**config.mk**
```make
export PLATFORM = sky130hd
export DESIGN_NAME = wb_gcd_master
export DESIGN_NICKNAME = d
export VERILOG_FILES = /design/src/rtl/wb_gcd_master.sv
export SDC_FILE = /design/constraint.sdc
export NUM_CORES = 1
export LEC_CHECK = 0
export CAP_MARGIN = 20
export CORE_MARGIN = 2
export CORE_UTILIZATION = 42
export CTS_BUF_LIST = sky130_fd_sc_hd__clkbuf_2
export DETAILED_ROUTE_END_ITERATION = 8
export MAX_ROUTING_LAYER = met4
export PLACE_DENSITY = 0.88
export SLEW_MARGIN = 30
export SYNTH_ARGS = -nofsm -noshare
export SYNTH_HDL_FRONTEND = slang
export SYNTH_SLANG_ARGS = --single-unit
export TNS_END_PERCENT = 30
```
**constraint.sdc**
```tcl
create_clock -name wb_clk_i -period 4.1 [get_ports wb_clk_i]
set_input_delay 0.615 -clock wb_clk_i [delete_from_list [all_inputs] [get_ports wb_clk_i]]
set_output_delay 0.615 -clock wb_clk_i [all_outputs]
set_load 0.05 [all_outputs]
```
**src/rtl/wb_gcd_master.sv**
```systemverilog
// wb_gcd_master: Wishbone classic initiator for the memory-mapped GCD slave.
// Per command it writes {a,b} as one word, polls with single-cycle read strobes
// until the slave acks a result, and returns bits [15:0] on the response port.
// Optional feature macro: WB_TIMEOUT_EN (aborts a stalled transaction after
// TIMEOUT_CYCLES bus cycles and reports rsp_err=1 with rsp_msg=0).
module wb_gcd_master #(
  parameter logic [31:0] GCD_ADDR = 32'h3000_0000
`ifdef WB_TIMEOUT_EN
  , parameter int unsigned TIMEOUT_CYCLES = 255
  , parameter int unsigned TW = 8
`endif
) (
  input  logic        wb_clk_i,
  input  logic        wb_rst_ni,
  input  logic        cmd_val,
  output logic        cmd_rdy,
  input  logic [15:0] cmd_a,
  input  logic [15:0] cmd_b,
  output logic        rsp_val,
  input  logic        rsp_rdy,
  output logic [15:0] rsp_msg,
  output logic        rsp_err,
  output logic        busy,
  output logic        wbm_cyc_o,
  output logic        wbm_stb_o,
  output logic        wbm_we_o,
  output logic [3:0]  wbm_sel_o,
  output logic [31:0] wbm_adr_o,
  output logic [31:0] wbm_dat_o,
  input  logic [31:0] wbm_dat_i,
  input  logic        wbm_ack_i
);

  typedef enum logic [2:0] {
    IDLE, WR_STB, WR_WAIT, RD_STB, RD_WAIT, RESP
  } state_e;

  state_e      state_q, state_d;
  logic [15:0] a_q, a_d;
  logic [15:0] b_q, b_d;
  logic [15:0] msg_q, msg_d;
  // Goes high on the first edge after reset release so cmd_rdy stays 0 in reset.
  logic        run_q;
  logic        unused_dat_hi;

  assign unused_dat_hi = ^wbm_dat_i[31:16];

`ifdef WB_TIMEOUT_EN
  logic          err_q, err_d;
  logic [TW-1:0] cnt_q, cnt_d;
  logic          tmo;

  // cnt_q holds the bus cycles already completed, so the current cycle is number
  // cnt_q+1; >= keeps the abort reachable when the limit lands on a strobe cycle.
  assign tmo = (cnt_q >= TW'(TIMEOUT_CYCLES - 1));
`endif

  // State and datapath registers, cleared asynchronously.
  always_ff @(posedge wb_clk_i or negedge wb_rst_ni) begin
    if (!wb_rst_ni) begin
      state_q <= IDLE;
      a_q     <= '0;
      b_q     <= '0;
      msg_q   <= '0;
      run_q   <= 1'b0;
`ifdef WB_TIMEOUT_EN
      err_q   <= 1'b0;
      cnt_q   <= '0;
`endif
    end else begin
      state_q <= state_d;
      a_q     <= a_d;
      b_q     <= b_d;
      msg_q   <= msg_d;
      run_q   <= 1'b1;
`ifdef WB_TIMEOUT_EN
      err_q   <= err_d;
      cnt_q   <= cnt_d;
`endif
    end
  end

  // Next-state logic and Moore outputs decoded from the current state.
  always_comb begin
    state_d   = state_q;
    a_d       = a_q;
    b_d       = b_q;
    msg_d     = msg_q;
    cmd_rdy   = 1'b0;
    rsp_val   = 1'b0;
    rsp_msg   = '0;
    rsp_err   = 1'b0;
    busy      = (state_q != IDLE);
    wbm_cyc_o = 1'b0;
    wbm_stb_o = 1'b0;
    wbm_we_o  = 1'b0;
    wbm_sel_o = '0;
    wbm_adr_o = '0;
    wbm_dat_o = '0;
`ifdef WB_TIMEOUT_EN
    err_d = err_q;
    cnt_d = cnt_q;
    if (state_q inside {WR_STB, WR_WAIT, RD_STB, RD_WAIT} && cnt_q != '1) begin
      cnt_d = cnt_q + 1'b1;
    end
`endif

    case (state_q)
      IDLE: begin
        cmd_rdy = run_q;
        if (cmd_val && run_q) begin
          a_d     = cmd_a;
          b_d     = cmd_b;
          msg_d   = '0;
          state_d = WR_STB;
`ifdef WB_TIMEOUT_EN
          err_d = 1'b0;
          cnt_d = '0;
`endif
        end
      end
      WR_STB: begin
        wbm_cyc_o = 1'b1;
        wbm_stb_o = 1'b1;
        wbm_we_o  = 1'b1;
        wbm_dat_o = {a_q, b_q};
        state_d   = WR_WAIT;
      end
      WR_WAIT: begin
        wbm_cyc_o = 1'b1;
        if (wbm_ack_i) begin
          state_d = RD_STB;
`ifdef WB_TIMEOUT_EN
        end else if (tmo) begin
          err_d   = 1'b1;
          msg_d   = '0;
          state_d = RESP;
`endif
        end else begin
          state_d = WR_STB;
        end
      end
      RD_STB: begin
        wbm_cyc_o = 1'b1;
        wbm_stb_o = 1'b1;
        state_d   = RD_WAIT;
      end
      RD_WAIT: begin
        wbm_cyc_o = 1'b1;
        if (wbm_ack_i) begin
          msg_d   = wbm_dat_i[15:0];
          state_d = RESP;
`ifdef WB_TIMEOUT_EN
        end else if (tmo) begin
          err_d   = 1'b1;
          msg_d   = '0;
          state_d = RESP;
`endif
        end else begin
          state_d = RD_STB;
        end
      end
      RESP: begin
        rsp_val = 1'b1;
        rsp_msg = msg_q;
`ifdef WB_TIMEOUT_EN
        rsp_err = err_q;
`endif
        if (rsp_rdy) state_d = IDLE;
      end
      default: state_d = IDLE;
    endcase

    if (wbm_cyc_o) begin
      wbm_sel_o = 4'hF;
      wbm_adr_o = GCD_ADDR;
    end
  end

endmodule

```
==> results of run 1 <==
## cells by family after synthesis
kind of cell           count (synthesis)  synth area share [%]
flip-flops                            52                  46.8
other                                  2                 0.270
XOR/XNOR                               1                 0.315
multiplexers                          33                  14.7
AO/OA/AOI/OAI                         22                  4.41
AND/OR/NAND/NOR                       93                  18.8
buffers and inverters                 55                  14.8
## cells in the mapped netlist (2+ instances only)
master	n	area (sq um)
conb_1	2	7.51
and2_1	49	307
mux2_2	23	259
buf_4	40	300
clkbuf_1	8	30.0
buf_12	2	40.0
dfrtp_1	52	1300
nand2_1	34	128
nor2_1	3	11.3
mux2_4	10	150
o21ai_0	15	75.1
## sequential cells by signal, summed over array words and instances (netlist names)
signal	cells
msg_q	16
run_q	1
a_q	16
b_q	16
state_q	3
## per-stage QoR
| stage | setup WS (ns) | util (%) | cells |
|---|---|---|---|
| after floorplan | 1.51 | - | 288 |
| after global placement | 1.41 | 58.4 | 426 |
| after detailed placement | 1.40 | 58.4 | 426 |
| after CTS | 0.885 | 59.0 | 434 |
| after global routing | 0.707 | 59.0 | 434 |
| final | 0.972 | 59.0 | 434 |
## critical path, stage by stage (launching register included)
cell,delay (ns)
dfrtp_1,0.61
nor3b_2,0.28
buf_4,0.25
and2_1,0.17
clkdlybuf4s50_1,0.81
## worst max path at each step
| stage | cells past startpoint | endpoint | from |
|---|---|---|---|
| 2_1_floorplan | 4 | wbm_adr_o[28] | state_q[1] |
| 3_3_place_gp | 3 | rsp_msg[12] | state_q[2] |
| 3_5_place_dp | 4 | wbm_dat_o[17] | state_q[0] |
| 4_1_cts | 4 | wbm_dat_o[17] | state_q[0] |
| 5_1_grt | 3 | rsp_msg[8] | state_q[2] |
| 6_report | 4 | wbm_dat_o[26] | state_q[0] |
## per-layer routing
layer	GRT usage (%)	share of wire [%]	vias up
met5	-	0	-
met3	4.28	8.3	4
met4	3.17	0.50	0
met2	26.9	49	94
met1	18.9	42	931
li1	-	-	955
## final cells by class
type | instances | area [sq um] | share of cell area (%)
flip-flops and latches | 52 | 1300 | 34.5
multi-input cells | 181 | 1190 | 31.5
repair buffers | 115 | 1140 | 30.3
well taps | 77 | 96.3 | 2.56
clock buffers | 7 | 35.0 | 0.929
clock inverters | 1 | 3.75 | 0.0996
inverters | 1 | 3.75 | 0.0996
## power by group
group / leakage, uW / switching, uW / internal (uW) / total (uW)
clock network: 0.0000306 / 144 / 45.8 / 190
registers: 0.000646 / 136 / 724 / 860
logic: 0.000940 / 1110 / 683 / 1790
total: 0.00162 / 1390 / 1450 / 2840
==> impl_results.md, run 1 <==
- Largest net degree at the start of global routing: 53
- Max Freq: 0.320 GHz
- Syn Inst Count: 258
- Initial antenna violation count: 0
- Remaining Overflow, GRT: 0
- Core area: around 6400 sq um
- Clock latency on the worst-skew pair: about 0.39 ns
- RePlAce Congestion: between 0.7 and 0.8
- Period minus WS final: approximately 3.1 ns
- CTS Hold Buffers Added: 0
- Clock buffer count from CTS: 5
- Final hold vios: 0
- Commonest non-fill, non-tap cells in the layout: 111 x clkdlybuf4s50_1, 52 x dfrtp_1, 49 x and2_1
- WL final: approximately 5600 microns
- Period utilisation layout: between 70% and 80%
- Final setup fails: 0
- Synth cell types: 31
- Row count: 29
- Aggregate global-route resource usage: ~16%
- Unrepaired setup endpoints after global routing: no
- Largest fanout on the critical path: 22
- Worst EP arrival: 2.51 ns
- Max-slew violations: 0
- Startpoint types: register
- Top_reg_cell synth: dfrtp_1
- Critical path capture point type: output pin
- Vias in the first global route: ~2,000
- Die height: approximately 85 microns
- Antenna cells: 0
- Fin Hold WS: between 0.2 and 0.25 ns
- Initial cell density of the core: a little over two fifths
- Pwr Total: ~2800 uW
- FF-to-FF path depth: 3
- Sum of negative setup slack: 0 ns
- Yosys warns: 0
- Terminus of the critical flop-to-flop path: b_q[4]
- R2R Path Start: state_q[2]
- Worst Tran Pin Value: around 0.65 ns
- 1st-iter DRT viols: 33
- Area grow syn2layout: 35.5%
- Status: completed
- #FFs+latches synth: 52
- Final net count: ~430
- Longest Clk Path Bufs: 2
- Power density cells: between 700 and 800 nW/um^2
- Ys async rst share: 100%
- Post-cts resize count: 0
- Fillers: roughly 550
- Post-synth EDFFs: 0
- Critical Path RT: between 3 and 4 ns
- Die Area: between 7000 and 8000 sq um
- WL per Instance: 12.9 microns
- Syn avg cell area: between 10 and 15 sq um
- Critical path class: reg2out
- H-tree Lvls: 2
- PortBufs: between 100 and 150
- Root buffer cell: clkbuf_2
- Share of layout cells above drive strength 1: 13.4%
- Most common cell after layout, fill and taps aside: clkdlybuf4s50_1
- Hold Path Class: in2async
- Sequential fraction of the synthesis area: approximately 47%
- Clk slew on worst S/H paths: ~0.23 ns
- Dpl cell area: roughly 3700 sq um
- Synthesized area: around 2800 sq um
- Clock skew: between 0.015 and 0.02 ns
- Static Leakage: around 0.0016 uW
- Vias post-DR: just under 2,000
- DR DRC count: 0
- Remaining antenna violation count: 0
- Post-DP HPWL: 4110 microns
- Rel. slew slack: a little under three fifths
- CTS sink cnt: 52
- Die width: 85.4 microns
- Final instance area: between 3000 and 4000 sq um
- First-pass GRT wire length: about 9100 microns
- DR vias/cell: 4.57
- Pre-Repair DR Iteration Count: 4
- IO Pins: 160
- Max rail drop VDD: about 0.00055 V
- Max-cap violations: 0
- Worst R2R Setup Slack: around 2.1 ns
- Post-CTS Setup Inserts: 0
- TritonCTS clock tree: yes
No activity file was read; power rests on OpenSTA's default activity.
==> run 2, diff against run 1 <==
--- a/config.mk
+++ b/config.mk
@@ -7,11 +7,11 @@
 export LEC_CHECK = 0
 export CAP_MARGIN = 20
 export CORE_MARGIN = 2
-export CORE_UTILIZATION = 42
+export CORE_UTILIZATION = 36
 export CTS_BUF_LIST = sky130_fd_sc_hd__clkbuf_2
 export DETAILED_ROUTE_END_ITERATION = 8
 export MAX_ROUTING_LAYER = met4
-export PLACE_DENSITY = 0.88
+export PLACE_DENSITY = 0.81
 export SLEW_MARGIN = 30
 export SYNTH_ARGS = -nofsm -noshare
 export SYNTH_HDL_FRONTEND = slang
==> constraint.sdc (replaced) <==
create_clock -name wb_clk_i -period 2.8 [get_ports wb_clk_i]
set_input_delay 0.42 -clock wb_clk_i [delete_from_list [all_inputs] [get_ports wb_clk_i]]
set_output_delay 0.42 -clock wb_clk_i [all_outputs]
set_load 0.05 [all_outputs]
==> run 2 against run 1 <==
  * Setup slack worse by 0.79 ns
  * Global-route usage fell by 1.8 points
  * Critical path depth shrank 1
  * Wire length rose by 3.0%
  * Core utilization fell by 10 points
  * Register-to-register slack worse by 1.3 ns
  * Largest cell class unchanged
==> impl_results.md, run 2 (synthesized netlist as in run 1, its figures left out) <==
- Antenna cells: 0
- Longest Clk Path Bufs: 2
- Vias post-DR: around 2,000
- Static Leakage: roughly 0.0018 uW
- Startpoint types: register
- Vias in the first global route: about 2,000
- Die height: around 92 microns
- Die Area: 8450 sq um
- Footprint of the multi-input gates: 1190 sq um
- 1st-iter DRT viols: 35
- Period utilisation layout: around 94%
- Remaining antenna violation count: 0
- RePlAce Congestion: approximately 0.8
- Final setup fails: 0
- Row count: 32
- WL per Instance: between 10 and 15 microns
- Clock skew: roughly 0.019 ns
- Most common cell after layout, fill and taps aside: clkdlybuf4s50_1
- Sequential Area: between 1000 and 1500 sq um
- Hold Path Class: in2async
- Period minus WS final: between 2 and 3 ns
- Max Freq: roughly 0.38 GHz
- Critical path class: reg2out
- Aggregate global-route resource usage: between 10% and 20%
- DR vias/cell: between 4 and 5
- Worst Tran Pin Value: between 0.6 and 0.7 ns
- Final hold vios: 0
- Largest stage delay on the critical path: 0.80 ns
- Clk slew on worst S/H paths: around 0.26 ns
- Worst EP arrival: ~2.2 ns
- Initial antenna violation count: 0
- Max-cap violations: 0
- Critical Path RT: about 2.4 ns
- Pwr Total: between 4000 and 5000 uW
- Power density cells: between 1000 and 1500 nW/um^2
- Area grow syn2layout: 33.6%
- Rel. slew slack: between 50% and 60%
- CTS sink cnt: between 50 and 60
- Max rail drop VDD: between 0.0005 and 0.0006 V
- Sum of negative setup slack: 0 ns
- Status: completed
- IO Pins: 160
- PortBufs: between 100 and 150
- Largest fanout on the critical path: 12
- H-tree Lvls: 2
- Critical path capture point type: output pin
- Largest net degree at the start of global routing: 49
- WL final: ~5800 microns
- TritonCTS clock tree: yes
- Fillers: roughly 720
- Post-DP HPWL: ~4200 microns
- DR DRC count: 0
- Die width: between 90 and 100 microns
- Clock latency on the worst-skew pair: between 0.4 and 0.5 ns
- Max-slew violations: 0
- Biggest regs: a_q x16, b_q x16, msg_q x16
- Critical-path cell list: nor3_4 -> and2_1 -> clkdlybuf4s50_1
- Final net count: 428
- Initial cell density of the core: around 37%
- Pre-Repair DR Iteration Count: 2
- First-pass GRT wire length: about 9000 microns
- Remaining Overflow, GRT: 0
- Clock buffer count from CTS: 5
- Root buffer cell: clkbuf_2
- Core area: around 7600 sq um
- Unrepaired setup endpoints after global routing: no
- Share of layout cells above drive strength 1: between 20% and 30%
- Slowest cell on the critical path: clkdlybuf4s50_1
- Commonest non-fill, non-tap cells in the layout: 55 x clkdlybuf4s50_1, 51 x dfrtp_1, 51 x buf_4
-- run 2: critical path: cells and delay by family, from the launching register on --
kind	cells	cell delay, ns
and+or+nand+nor	2	0.41
DFF	1	0.59
buffers and inverters	1	0.80
-- run 2: routing by layer --
layer  global-route usage (%)  vias up  share of wire [%]
met4                     3.73        0               0.24
met3                     3.12        2                7.2
met2                     23.7       90                 49
met1                     16.9      937                 43
li1                         -      962                  -
met5                        -        -                  0
-- run 2: area by class of cell --
| cell class | instances | area share [%] |
|---|---|---|
| multi-input cells | 181 | 32.2 |
| repair buffers | 118 | 28.2 |
| clock inverters | 3 | 0.370 |
| clock buffers | 5 | 0.674 |
| well taps | 102 | 3.44 |
| inverters | 1 | 0.101 |
| flip-flops and latches | 52 | 35.1 |
-- run 2: metrics by stage --
stage               std cells  cell area [sq um]  util, %  hold WS, ns  setup slack (ns)
finish                    462               3710     48.8        0.509             0.182
detailed placement        453               3670     48.2        0.459             0.341
global route              462               3710     48.8        0.462            0.0219
floorplan                 288               2890        -        0.124             0.407
CTS                       462               3710     48.7        0.451            0.0173
global placement          453               3670     48.2        0.458             0.408
-- run 2: where the power goes --
group	leakage, uW	switching (uW)	internal, uW
logic	0.00110	1640	882
registers	0.000644	190	1060
clock network	0.0000302	224	56.3
-- run 2: timing repair --
action	4_1_cts	5_1_grt
buffers inserted	0	0
endpoints found under the setup margin	10	3
gates resized for setup	8	3
hold buffers	1	0
endpoints found under the hold margin	26	0
-- run 2: path summary, 6_finish.rpt --
| check | startpoint | to | slack (ns) | cells after the start |
|---|---|---|---|---|
| hold reg to reg | a_q[3] | a_q[3] | 0.53 | 1 |
| setup / recovery | state_q[2] | cmd_rdy | 0.18 | 3 |
| min in group wb_clk_i | wbm_dat_i[7] | msg_q[7] | 0.51 | 3 |
| setup reg to reg | state_q[2] | b_q[9] | 0.81 | 3 |
| hold / removal | wb_rst_ni | msg_q[12] | 0.51 | 2 |
| max in group asynchronous | wb_rst_ni | state_q[0] | 1.49 | 3 |
